[src/rtl/counter_4bit.sv]
// Free-running modulo-(MAX_VAL+1) up-counter with enable and a registered wrap pulse.
// Both outputs come straight from flops, so this block can be cascaded without adding combinational depth.
module counter_4bit #(
    parameter int unsigned           WIDTH   = 4,
    parameter logic [WIDTH-1:0]      MAX_VAL = {WIDTH{1'b1}}
) (
    input  logic             clk,
    input  logic             reset,
    input  logic             enable,
    output logic [WIDTH-1:0] counter,
    output logic             wrap
);

    logic [WIDTH-1:0] count_r;
    logic [WIDTH-1:0] count_next_s;
    logic             wrap_r;
    logic             wrap_next_s;
    logic             at_max_s;

    assign at_max_s = (count_r == MAX_VAL);

    // Next count and wrap: enable advances the count and folds MAX_VAL back to zero; otherwise the count holds.
    always_comb begin
        count_next_s = count_r;
        wrap_next_s  = 1'b0;
        if (enable) begin
            if (at_max_s) begin
                count_next_s = {WIDTH{1'b0}};
                wrap_next_s  = 1'b1;
            end else begin
                count_next_s = count_r + WIDTH'(1'b1);
                wrap_next_s  = 1'b0;
            end
        end else begin
            count_next_s = count_r;
            wrap_next_s  = 1'b0;
        end
    end

    // State register; reset overrides any pending count or wrap.
    always_ff @(posedge clk) begin
        if (reset) begin
            count_r <= {WIDTH{1'b0}};
            wrap_r  <= 1'b0;
        end else begin
            count_r <= count_next_s;
            wrap_r  <= wrap_next_s;
        end
    end

    assign counter = count_r;
    assign wrap    = wrap_r;

endmodule

[config.mk]
export PLATFORM = sky130hd
export DESIGN_NAME = counter_4bit
export DESIGN_NICKNAME = d
export VERILOG_FILES = /design/src/rtl/counter_4bit.sv
export SDC_FILE = /design/constraint.sdc
export NUM_CORES = 1
export LEC_CHECK = 0
export BUFFER_PORTS_ARGS = -buffer_cell sky130_fd_sc_hd__buf_4
export CAP_MARGIN = 15
export CORE_AREA = 2 2 39 41
export CTS_BUF_LIST = sky130_fd_sc_hd__clkbuf_8
export CTS_CLUSTER_DIAMETER = 200
export DETAILED_ROUTE_END_ITERATION = 16
export DIE_AREA = 0 0 41 43
export HOLD_SLACK_MARGIN = 0.05
export PLACE_DENSITY_LB_ADDON = 0.25
export SYNTH_ARGS = -nofsm -noshare
export SYNTH_HDL_FRONTEND = slang
export SYNTH_SLANG_ARGS = --single-unit
[constraint.sdc]
create_clock -name clk -period 1.2 [get_ports clk]
set_input_delay 0.18 -clock clk [delete_from_list [all_inputs] [get_ports clk]]
set_output_delay 0.18 -clock clk [all_outputs]
set_load 0.05 [all_outputs]
Word level (Yosys, flattened, before mapping). Cells that the tools add are included.

Word-level logic and storage cells: 8. Bits of input ports: 3. Bits in registers: 5.

Bitwise logic cells: 1. Multiplexer cells: 2. Equal/unequal tests: 1. Add/sub/neg operators: 1. Reduce and logical (&&, ||, !) cells: 1.

Operators with widths (count): $add A4 B1 Y4 const B (1); $eq A4 B4 Y1 const B (1); $mux W4 (1); $reduce_or A2 Y1 (1); $mux W1 (1); $not A1 Y1 (1).

Logic depth before layout (Yosys ltp). Gate-level depths: netlist of run 1.

Word-level depth: 2. Depth in mapped cells: 4. Mapped depth without buffers: 4.

Least setup slack after synthesis of run 1. OpenSTA, ideal clock, no wires.

Kind: reg2reg. Start: reg count_r[0] (netlist: counter[0]). End: reg count_r[2] (netlist: counter[2]). Arrival: 1.256 ns. Path buffers: 0. Clock period less this slack: 1.322 ns. Required time: 1.135 ns. Path slack: -0.122 ns. Cell stages (with the launch flop): 5. Cell sequence: dfxtp_1 ha_1 nand2_1 xor2_1 nor2_1.

Longest elaborated chain between the ends: 2. Elaborated cells on any way between the ends: 3. Classes of those cells: 1 x add/sub; 1 x eq/ne; 1 x mux.

RTL lines: start: declaration (line 14) `logic [WIDTH-1:0] count_r;`; start signal: assignment (line 43) `count_r <= {WIDTH{1'b0}};`; start signal: assignment (line 46) `count_r <= count_next_s;`; $add A4 B1 Y4 / $eq A4 B4 Y1 (equally long branches) (line 31, 20); $mux W4 (*) (line 27) `if (at_max_s) begin`.

Every way passes the cells marked *; elsewhere a longest branch is shown, timed or not. A chain may end at the register's enable or synchronous reset.

Worst setup path in the final report of run 1.
Start: reg count_r[2] (netlist: counter[2]). End: out counter[2].

RTL lines: end: declaration (line 10) `output logic [WIDTH-1:0] counter,`.

No word-level cell between the ends.

==> results.md, run 1 <==
* Final Hold Fails at 0
* Sw Pwr at 0.0001228 W
* Layout Skew at 0.004495 ns
* Synth Instances at 23
* Global placement routability congestion at 0.7111
* PnR Total Power at 0.0005349 W
* Outcome: finished clean
* Reg2reg path depth at 4
* Vias per cell at 4.041
* Distinct cells, synth at 14
* Combinational Power Share at 0.097
* Cts repair resizes at 0
* Setup crit end kind: primary output
* Yosys warning count at 0
* Syn Nets at 27
* Combinational family with the most area after synthesis: simple AND/OR/NAND/NOR gates
* Routed WL at 476 um
* DRT Pass-1 Iters at 4
* Reg clk slew, reported paths at 0.04 ns
* Clock power frac at 0.564
* CP Max Fanout at 6
* Synthesized area at 209.0 um^2
* Port bufs at 7
* Switch share at 0.2295
* Fill count at 149
* Placeable Area at 0.001384 mm^2
* CTS H-tree depth at 1
* Post-route DRC at 0
* Overall routing resource usage at 0.07251
* Starting Density at 0.1510
* Drt initial violations at 3
* Largest net degree at the start of global routing at 8
* Max-slew violations at 0
* Tightest Pin Transition at 0.2128 ns
* # IOs at 8
* Die width at 41 um
* Routed via count at 198
* Achievable Freq at 942.6 MHz
* CP max-delay cell: dfxtp_1
* Vias in the first global route at 205
* Endpoints failing setup at 0
* Non-filler cells, final at 49
* Post-synthesis sequential area ratio at 0.4790
* Number of routed nets with antenna violations at 0
* Period utilisation layout at 0.8841
* Critical path buffer and inverter count at 1
* Clock Latency Late Sink at 0.22 ns
* Synth Area per Inst at 9.085 um^2
* Slew HR at 0.8579
* CTS tree: built
* CP Data Required Time at 1.02 ns
* Setup TNS at 0 ns
* Num CTS Buffers at 3
* Ant. Diodes at 0
* Complex-gate fraction of the synthesized area at 0.08982
* Synth Register Bits at 5
* Critical path depth at 1
* Initial antenna violation count at 0
* Critical Path AT at 0.88 ns
* Cell chain of the critical path: buf_4
* Area grow syn2layout at 55.09%
* Synth Area in Simple Gates at 0.2575
* Post-Synth Adder-Cell Area at 0.05988
* Std cell rows at 14
* Post-synthesis mux area share at 0.04790
* Clk root buf: clkbuf_8
* Xor/xnor share of the synthesized area at 0.04192
* Leakage Power at 0.1383 nW
* Share of cells above drive strength 1 at 0.3636
* First-pass GRT wire length at 807 um
* Die footprint at 0.001763 mm^2
* PD cells at 1651 mW/mm^2
* WL/cell at 9.714 um
* Nets at 38
* CTS Hold Buffers Added at 0
* Placed cells at 45
* Post CTS Setup Buffer Count at 0
* Max-cap violation count at 0
* Hold Path Depth at 2
* Worst hold path class: in -> reg
* Int Pwr at 0.0004121 W
* Die H at 43 um
* RSZ-0062 raised after global routing: false
* CP top delay family: flip-flops
* Sequential share of power at 0.339
* Clock buffer depth at 2
* Remaining global-route overflow at 0
* CP max stage delay at 0.42 ns
* CP Launch Type: register
* Maximum VDD drop at 0.6485 mV
* Clk sinks at 5
* Crit path time final at 1.061 ns
* Crit Path Class: reg -> out
==> metal layers <==
| metal | vias up | global-route usage | wire length, um |
|---|---|---|---|
| met5 | - | 0 | 0 |
| met4 | 0 | 0.02000 | 0 |
| met3 | 0 | 0.08377 | 43 |
| met2 | 6 | 0.08438 | 206 |
| met1 | 92 | 0.08442 | 225 |
| li1 | 100 | - | - |
==> Yosys cell counts <==
master | n | area share
ha_1 | 1 | 0.060
nand4_1 | 1 | 0.030
nand3_1 | 2 | 0.048
nand3b_1 | 1 | 0.036
dfxtp_1 | 5 | 0.48
nor2_1 | 4 | 0.072
clkbuf_2 | 1 | 0.024
a41oi_1 | 1 | 0.042
a21oi_1 | 2 | 0.048
nor3_1 | 1 | 0.024
xor2_1 | 1 | 0.042
mux2i_1 | 1 | 0.048
nand2b_1 | 1 | 0.030
nand2_1 | 1 | 0.018
==> kinds of logic (layout without fill, tap and decap cells) <==
family	Yosys count	in the layout
adder cells (fa/ha/maj)	1	1
flip-flops	5	5
multiplexers	1	1
buffers and inverters	1	11
AND/OR/NAND/NOR	11	11
AO/OA/AOI/OAI	3	3
XOR/XNOR	1	1
==> metrics by stage <==
| stage | hold slack [ns] | worst slack, ns | area [um^2] | utilization |
|---|---|---|---|---|
| final | 0.1551 | 0.1391 | 324.1 | 0.2342 |
| after global routing | 0.1622 | 0.1017 | 324.1 | 0.2342 |
| after CTS | 0.1520 | 0.1409 | 324.1 | 0.2342 |
| after global placement | 0.3765 | 0.2408 | 279.0 | 0.2016 |
| after detailed placement | 0.3835 | 0.2002 | 279.0 | 0.2016 |
| after floorplan | 0.2417 | 0.07746 | 211.5 | - |
==> power by group through the flow <==
stage / sequential [W] / clock [W] / combinational [W]
6_report: 0.000181 / 0.000302 / 0.0000516
4_1_cts: 0.000181 / 0.000315 / 0.0000521
3_3_place_gp: 0.000183 / 0 / 0.0000507
5_1_grt: 0.000182 / 0.000331 / 0.0000548
2_1_floorplan: 0.000201 / 0 / 0.0000159
3_5_place_dp: 0.000184 / 0 / 0.0000518
==> sequential cells by signal, summed over array words and instances (netlist names) <==
name / flops
wrap: 1
counter: 4
==> area by class of cell <==
cell class	instances	area, um^2	share of cell area
multi-input combinational	17	103.9	0.3205
sequential	5	102.6	0.3166
timing repair buffer	7	52.55	0.1622
clock buffer	3	41.29	0.1274
tap	16	20.02	0.06178
clock inverter	1	3.754	0.01158
==> layout by cell type (no fill, tap or decap) <==
master	Yosys	final
a21oi_1	2	2
a41oi_1	1	1
buf_4	0	7
clkbuf_8	0	3
dfxtp_1	5	3
dfxtp_2	0	2
ha_1	1	1
inv_1	0	1
mux2i_1	1	1
nand2_1	1	1
nand2b_1	1	1
nand3_1	2	2
nand3b_1	1	1
nand4_1	1	1
nor2_1	4	4
nor3_1	1	1
xor2_1	1	1
==> path summary, 6_finish.rpt <==
| path | end | startpoint | slack (ns) |
|---|---|---|---|
| worst min register to register | wrap$_SDFF_PP0_ | counter[3]$_SDFFE_PP0P_ | 0.50 |
| worst min-delay path | counter[0]$_SDFFE_PP0P_ | reset | 0.16 |
| worst max-delay path | counter[2] | counter[2]$_SDFFE_PP0P_ | 0.14 |
| worst max register to register | counter[3]$_SDFFE_PP0P_ | counter[0]$_SDFFE_PP0P_ | 0.19 |
Note: power is estimated with default switching activity, not from simulation.
==> run 2, diff against run 1 <==
==> constraint.sdc (replaced) <==
create_clock -name clk -period 0.9 [get_ports clk]
set_input_delay 0.135 -clock clk [delete_from_list [all_inputs] [get_ports clk]]
set_output_delay 0.135 -clock clk [all_outputs]
set_load 0.05 [all_outputs]
==> run 2 against run 1 <==
  * The run now ends with setup timing left
  * Global-route usage grew 0.89 points
  * Wire length grew 8.4%
  * Worst setup slack lost 0.20 ns
  * Register-to-register slack lost 0.20 ns
  * Hold slack lost 0.052 ns
  * Sequential cell count is the same
  * Clock skew shrank 0.0037 ns
  * Cell area grew 31%
  * Sequential share of layout area shrank 4.4 points
  * First-iteration DRC count shrank 67%
  * Highest routed layer is now met4
==> results.md, run 2 (same netlist as run 1, synthesis figures left out) <==
* Most common cell after layout, fill and taps aside: buf_4
* Share of cells above drive strength 1 at 0.5676
* Remaining global-route overflow at 0
* Starting Density at 0.1510
* Clock Latency Late Sink at 0.22 ns
* CP Data Required Time at 0.76 ns
* CP max stage delay at 0.35 ns
* Multi-input logic area at 122.6 um^2
* Setup TNS at -0.07631 ns
* Cell chain of the critical path: buf_6 > buf_8
* CP max-delay cell: dfxtp_4
* # IOs at 8
* Setup crit end kind: primary output
* Port bufs at 7
* RSZ-0062 raised after global routing: true
* Achievable Freq at 1039 MHz
* Post-route DRC at 0
* Reg clk slew, reported paths at 0.03 ns
* Worst r2r src: counter[0]$_SDFFE_PP0P_
* Die footprint at 0.001763 mm^2
* Layout Skew at 0.0008226 ns
* Crit path time final at 0.9623 ns
* Min Hold Slack at 0.1028 ns
* Reg2reg path depth at 4
* CP top delay family: flip-flops
* Overall routing resource usage at 0.08141
* Outcome: complete, but fails checks
* Std cell rows at 14
* CP Max Fanout at 3
* Critical Path AT at 0.83 ns
* Register Area at 115.1 um^2
* Die width at 41 um
* Slack of the critical path at -0.06233 ns
* Clk sinks at 5
* Final Hold Fails at 0
* WL/cell at 9.736 um
* Worst hold path class: in -> reg
* Period utilisation layout at 1.069
* Number of routed nets with antenna violations at 0
* Maximum VDD drop at 0.8934 mV
* Nets at 42
* Num CTS Buffers at 3
* Failing checks: setup timing
* Leakage Power at 0.1703 nW
* Routed via count at 209
* CP Launch Type: register
* Worst Setup EP: counter[0]
* Leading cell types in the layout, fill and taps excluded: 5 x buf_4, 4 x nor2_1, 4 x dfxtp_4, 4 x buf_8, 3 x clkbuf_8
* Max-cap violation count at 0
* DRT Pass-1 Iters at 2
* Initial antenna violation count at 0
* Critical path buffer and inverter count at 2
* Reg2Reg Capture Point: counter[0]$_SDFFE_PP0P_
* PD cells at 1775 mW/mm^2
* Drt initial violations at 1
* CTS tree: built
* Vias per cell at 3.943
* Placeable Area at 0.001384 mm^2
* CTS H-tree depth at 1
* Detailed Place HPWL at 355.6 um
* Clk root buf: clkbuf_8
* Vias in the first global route at 204
* Max-slew violations at 0
* Clock buffer depth at 2
* Global placement routability congestion at 0.7547
* Largest net degree at the start of global routing at 8
* Endpoints failing setup at 3
* Fill count at 150
* Routed WL at 516 um
* Crit Path Class: reg -> out
* R2R Setup Slk at -0.01 ns
* Slew HR at 0.8943
* Ant. Diodes at 0
* Critical path depth at 2
* Die H at 43 um
* First-pass GRT wire length at 890 um
* CP Launch Point: counter[0]$_SDFFE_PP0P_
* Largest register FFs at 4
* Tightest Pin Transition at 0.1565 ns
* Area grow syn2layout at 102.4%
run 2: stage by stage:
step | area [um^2] | instances | util | worst slack, ns | power [W]
global placement | 309.0 | 46 | 0.2233 | 0.01367 | 0.0003206
floorplan | 234.0 | 23 | - | -0.04660 | 0.0002930
finish | 422.9 | 53 | 0.3056 | -0.06233 | 0.0007508
CTS | 405.4 | 52 | 0.2929 | -0.06735 | 0.0007612
global route | 422.9 | 53 | 0.3056 | -0.07934 | 0.0007826
detailed placement | 309.0 | 46 | 0.2233 | -0.01012 | 0.0003224
run 2: what timing repair did:
| item | 4_1_cts | 5_1_grt |
|---|---|---|
| setup endpoints to repair | 5 | 7 |
| pin swaps | 0 | 2 |
| hold buffers | 0 | 0 |
| gates resized for setup | 10 | 3 |
| buffers inserted | 2 | 1 |
run 2: worst register-to-register path: cells and delay by family, from the launching register on:
kind            cells  cell delay, ns
simple gates        1            0.14
flops               1            0.35
buf+inv             2            0.22
compound gates      1            0.13
run 2: how the worst min path moves through the flow:
stage	depth (start not counted)	startpoint	endpoint	slack, ns
after floorplan	1	reset	counter[0]$_SDFFE_PP0P_	0.19
after global placement	2	reset	counter[0]$_SDFFE_PP0P_	0.33
after detailed placement	2	reset	counter[0]$_SDFFE_PP0P_	0.33
after CTS	2	reset	counter[0]$_SDFFE_PP0P_	0.1
after global routing	2	reset	counter[0]$_SDFFE_PP0P_	0.11
final	2	reset	counter[0]$_SDFFE_PP0P_	0.10
run 2: metal layers:
layer / part of all wire / track usage / routed length [um]
met4: 0.045 / 0.1000 / 23
met2: 0.47 / 0.1031 / 242
met1: 0.43 / 0.08387 / 223
met3: 0.052 / 0.03665 / 27
met5: 0 / 0 / 0
run 2: area by class of cell:
type | count | area share
multi-input cells | 17 | 0.2899
repair buffers | 11 | 0.2840
flip-flops and latches | 5 | 0.2722
clock buffers | 3 | 0.09763
well taps | 16 | 0.04734
clock inverters | 1 | 0.008876
run 2: power by group:
group          internal (W)  switching [W]
sequential         0.000224      0.0000122
combinational     0.0000570      0.0000526
clock              0.000293       0.000112
total              0.000573       0.000177
==> run 3, diff against run 2 <==
==> constraint.sdc (replaced) <==
create_clock -name clk -period 0.8 [get_ports clk]
set_input_delay 0.12 -clock clk [delete_from_list [all_inputs] [get_ports clk]]
set_output_delay 0.12 -clock clk [all_outputs]
set_load 0.05 [all_outputs]
==> run 3 against run 2 <==
  * The flow still finishes with violations (setup timing)
  * Cell count grew 7.5%
  * Core utilization up 3.2 points
  * Combinational power grew 21%
  * Wire length grew 6.4%
  * Total power up 14%
  * Non-clock buffer count is 4 higher
  * Cell area grew 10%
  * Global-route usage about the same
  * Hold slack got worse by 0.017 ns
  * First-iteration DRC count shrank 100%
  * Worst setup slack worse by 0.085 ns
  * Largest cell class is now non-clock buffers
==> results.md, run 3 (same netlist as run 1, synthesis figures left out) <==
* Min Hold Slack at 0.08614 ns
* Leading cell types in the layout, fill and taps excluded: 8 x buf_4, 5 x buf_8, 4 x nor2_1, 4 x dfxtp_4, 3 x clkbuf_8
* PnR Total Power at 0.0008570 W
* Port bufs at 7
* Routed WL at 549 um
* Achievable Freq at 1055 MHz
* CTS Hold Buffers Added at 0
* PD cells at 1836 mW/mm^2
* Non-filler cells, final at 57
* Reg2reg path depth at 4
* Reg clk slew, reported paths at 0.04 ns
* CTS H-tree depth at 1
* Clock Latency Late Sink at 0.22 ns
* Final instance area at 466.7 um^2
* Leakage Power at 0.1921 nW
* Critical Path AT at 0.83 ns
* DRT Pass-1 Iters at 1
* CP Launch Type: register
* Global placement routability congestion at 0.7656
* Initial antenna violation count at 0
* WL/cell at 9.632 um
* Post-route DRC at 0
* Slew HR at 0.8897
* Vias in the first global route at 237
* Largest register FFs at 4
* Routed via count at 233
* Die footprint at 0.001763 mm^2
* Layout Skew at 0.004913 ns
* Period utilisation layout at 1.184
* Remaining global-route overflow at 0
* Sw Pwr at 0.0002052 W
* Slack of the critical path at -0.1475 ns
* Clock buffer depth at 2
* Clk sinks at 5
* First-pass GRT wire length at 959 um
* Switch share at 0.2394
* Die width at 41 um
* Vias per cell at 4.088
* Setup TNS at -0.6942 ns
* # IOs at 8
* Hold Path Depth at 2
* CP Max Fanout at 4
* Nets at 46
* Std cell rows at 14
* Placeable Area at 0.001384 mm^2
* Final Hold Fails at 0
* Sequential share of power at 0.308
* Max-cap violation count at 0
* Starting Density at 0.1510
* Overall routing resource usage at 0.08149
* Die H at 43 um
* Critical path depth at 2
* Clk root buf: clkbuf_8
* Drt initial violations at 0
* Placed cells at 47
* CP max stage delay at 0.35 ns
* Number of routed nets with antenna violations at 0
* Failing checks: setup timing
* Crit path time final at 0.9475 ns
* Crit Path Class: reg -> out
* Max-slew violations at 0
* Cell chain of the critical path: buf_6 > buf_8
* Maximum VDD drop at 1.164 mV
* Clock power frac at 0.537
* Combinational Power Share at 0.155
* Tightest Pin Transition at 0.1634 ns
* Share of cells above drive strength 1 at 0.6585
* Largest net degree at the start of global routing at 8
* Worst hold path class: in -> reg
* Critical path buffer and inverter count at 2
* Endpoints failing setup at 8
* CTS tree: built
* Area grow syn2layout at 123.4%
* Most common cell after layout, fill and taps aside: buf_4
* Setup crit end kind: primary output
* CP max-delay cell: dfxtp_4
* RSZ-0062 raised after global routing: true
* CP Data Required Time at 0.68 ns
* Num CTS Buffers at 3
* Int Pwr at 0.0006518 W
* Detailed Place HPWL at 327.1 um
* Ant. Diodes at 0
* CP top delay family: flip-flops
* Outcome: complete, but fails checks
* Placed Instance Area at 316.6 um^2
## run 3: final timing paths
| check | start | to | slack (ns) |
|---|---|---|---|
| max reg2reg | counter[0]$_SDFFE_PP0P_ | counter[0]$_SDFFE_PP0P_ | -0.08 |
| max | counter[0]$_SDFFE_PP0P_ | counter[0] | -0.15 |
| min reg2reg | counter[0]$_SDFFE_PP0P_ | counter[0]$_SDFFE_PP0P_ | 0.57 |
| min | reset | counter[1]$_SDFFE_PP0P_ | 0.09 |
## run 3: worst register-to-register path, delay by kind of cell (launching register included)
kind	cells	cell delay (ns)
and+or+nand+nor	2	0.12
adders and majority gates	1	0.17
AOI/OAI and AO/OA	1	0.15
DFF	1	0.35
## run 3: layer usage
layer,track usage,wire (um),vias up
met5,0,0,-
met4,0,0,0
met3,0.06283,52,0
met2,0.1250,296,8
met1,0.09385,200,108
li1,-,-,117
## run 3: cell type report
class                   instances  area (um^2)
clock inverters                 1        3.754
multi-input cells              17        127.6
flip-flops and latches          5        116.4
well taps                      16        20.02
clock buffers                   3        41.29
repair buffers                 15        157.7
fillers                       148        917.1
## run 3: per-stage QoR
stage	util	worst slack, ns
2_1_floorplan	-	-0.1466
3_3_place_gp	0.2288	-0.08362
3_5_place_dp	0.2288	-0.09466
4_1_cts	0.3345	-0.1513
5_1_grt	0.3373	-0.1774
6_report	0.3373	-0.1475
## run 3: what timing repair did
| item | CTS | global route |
|---|---|---|
| endpoints found under the setup margin | 9 | 10 |
| resized for setup | 16 | 1 |
| setup buffers | 6 | 0 |
| pin swaps | 5 | 2 |
## run 3: power by group through the flow
stage / logic (W) / registers (W) / clock network (W)
final: 0.000133 / 0.000264 / 0.000460
after global routing: 0.000145 / 0.000265 / 0.000487
after CTS: 0.000132 / 0.000263 / 0.000471
after detailed placement: 0.0000936 / 0.000274 / 0
after global placement: 0.0000913 / 0.000273 / 0
after floorplan: 0.0000270 / 0.000303 / 0
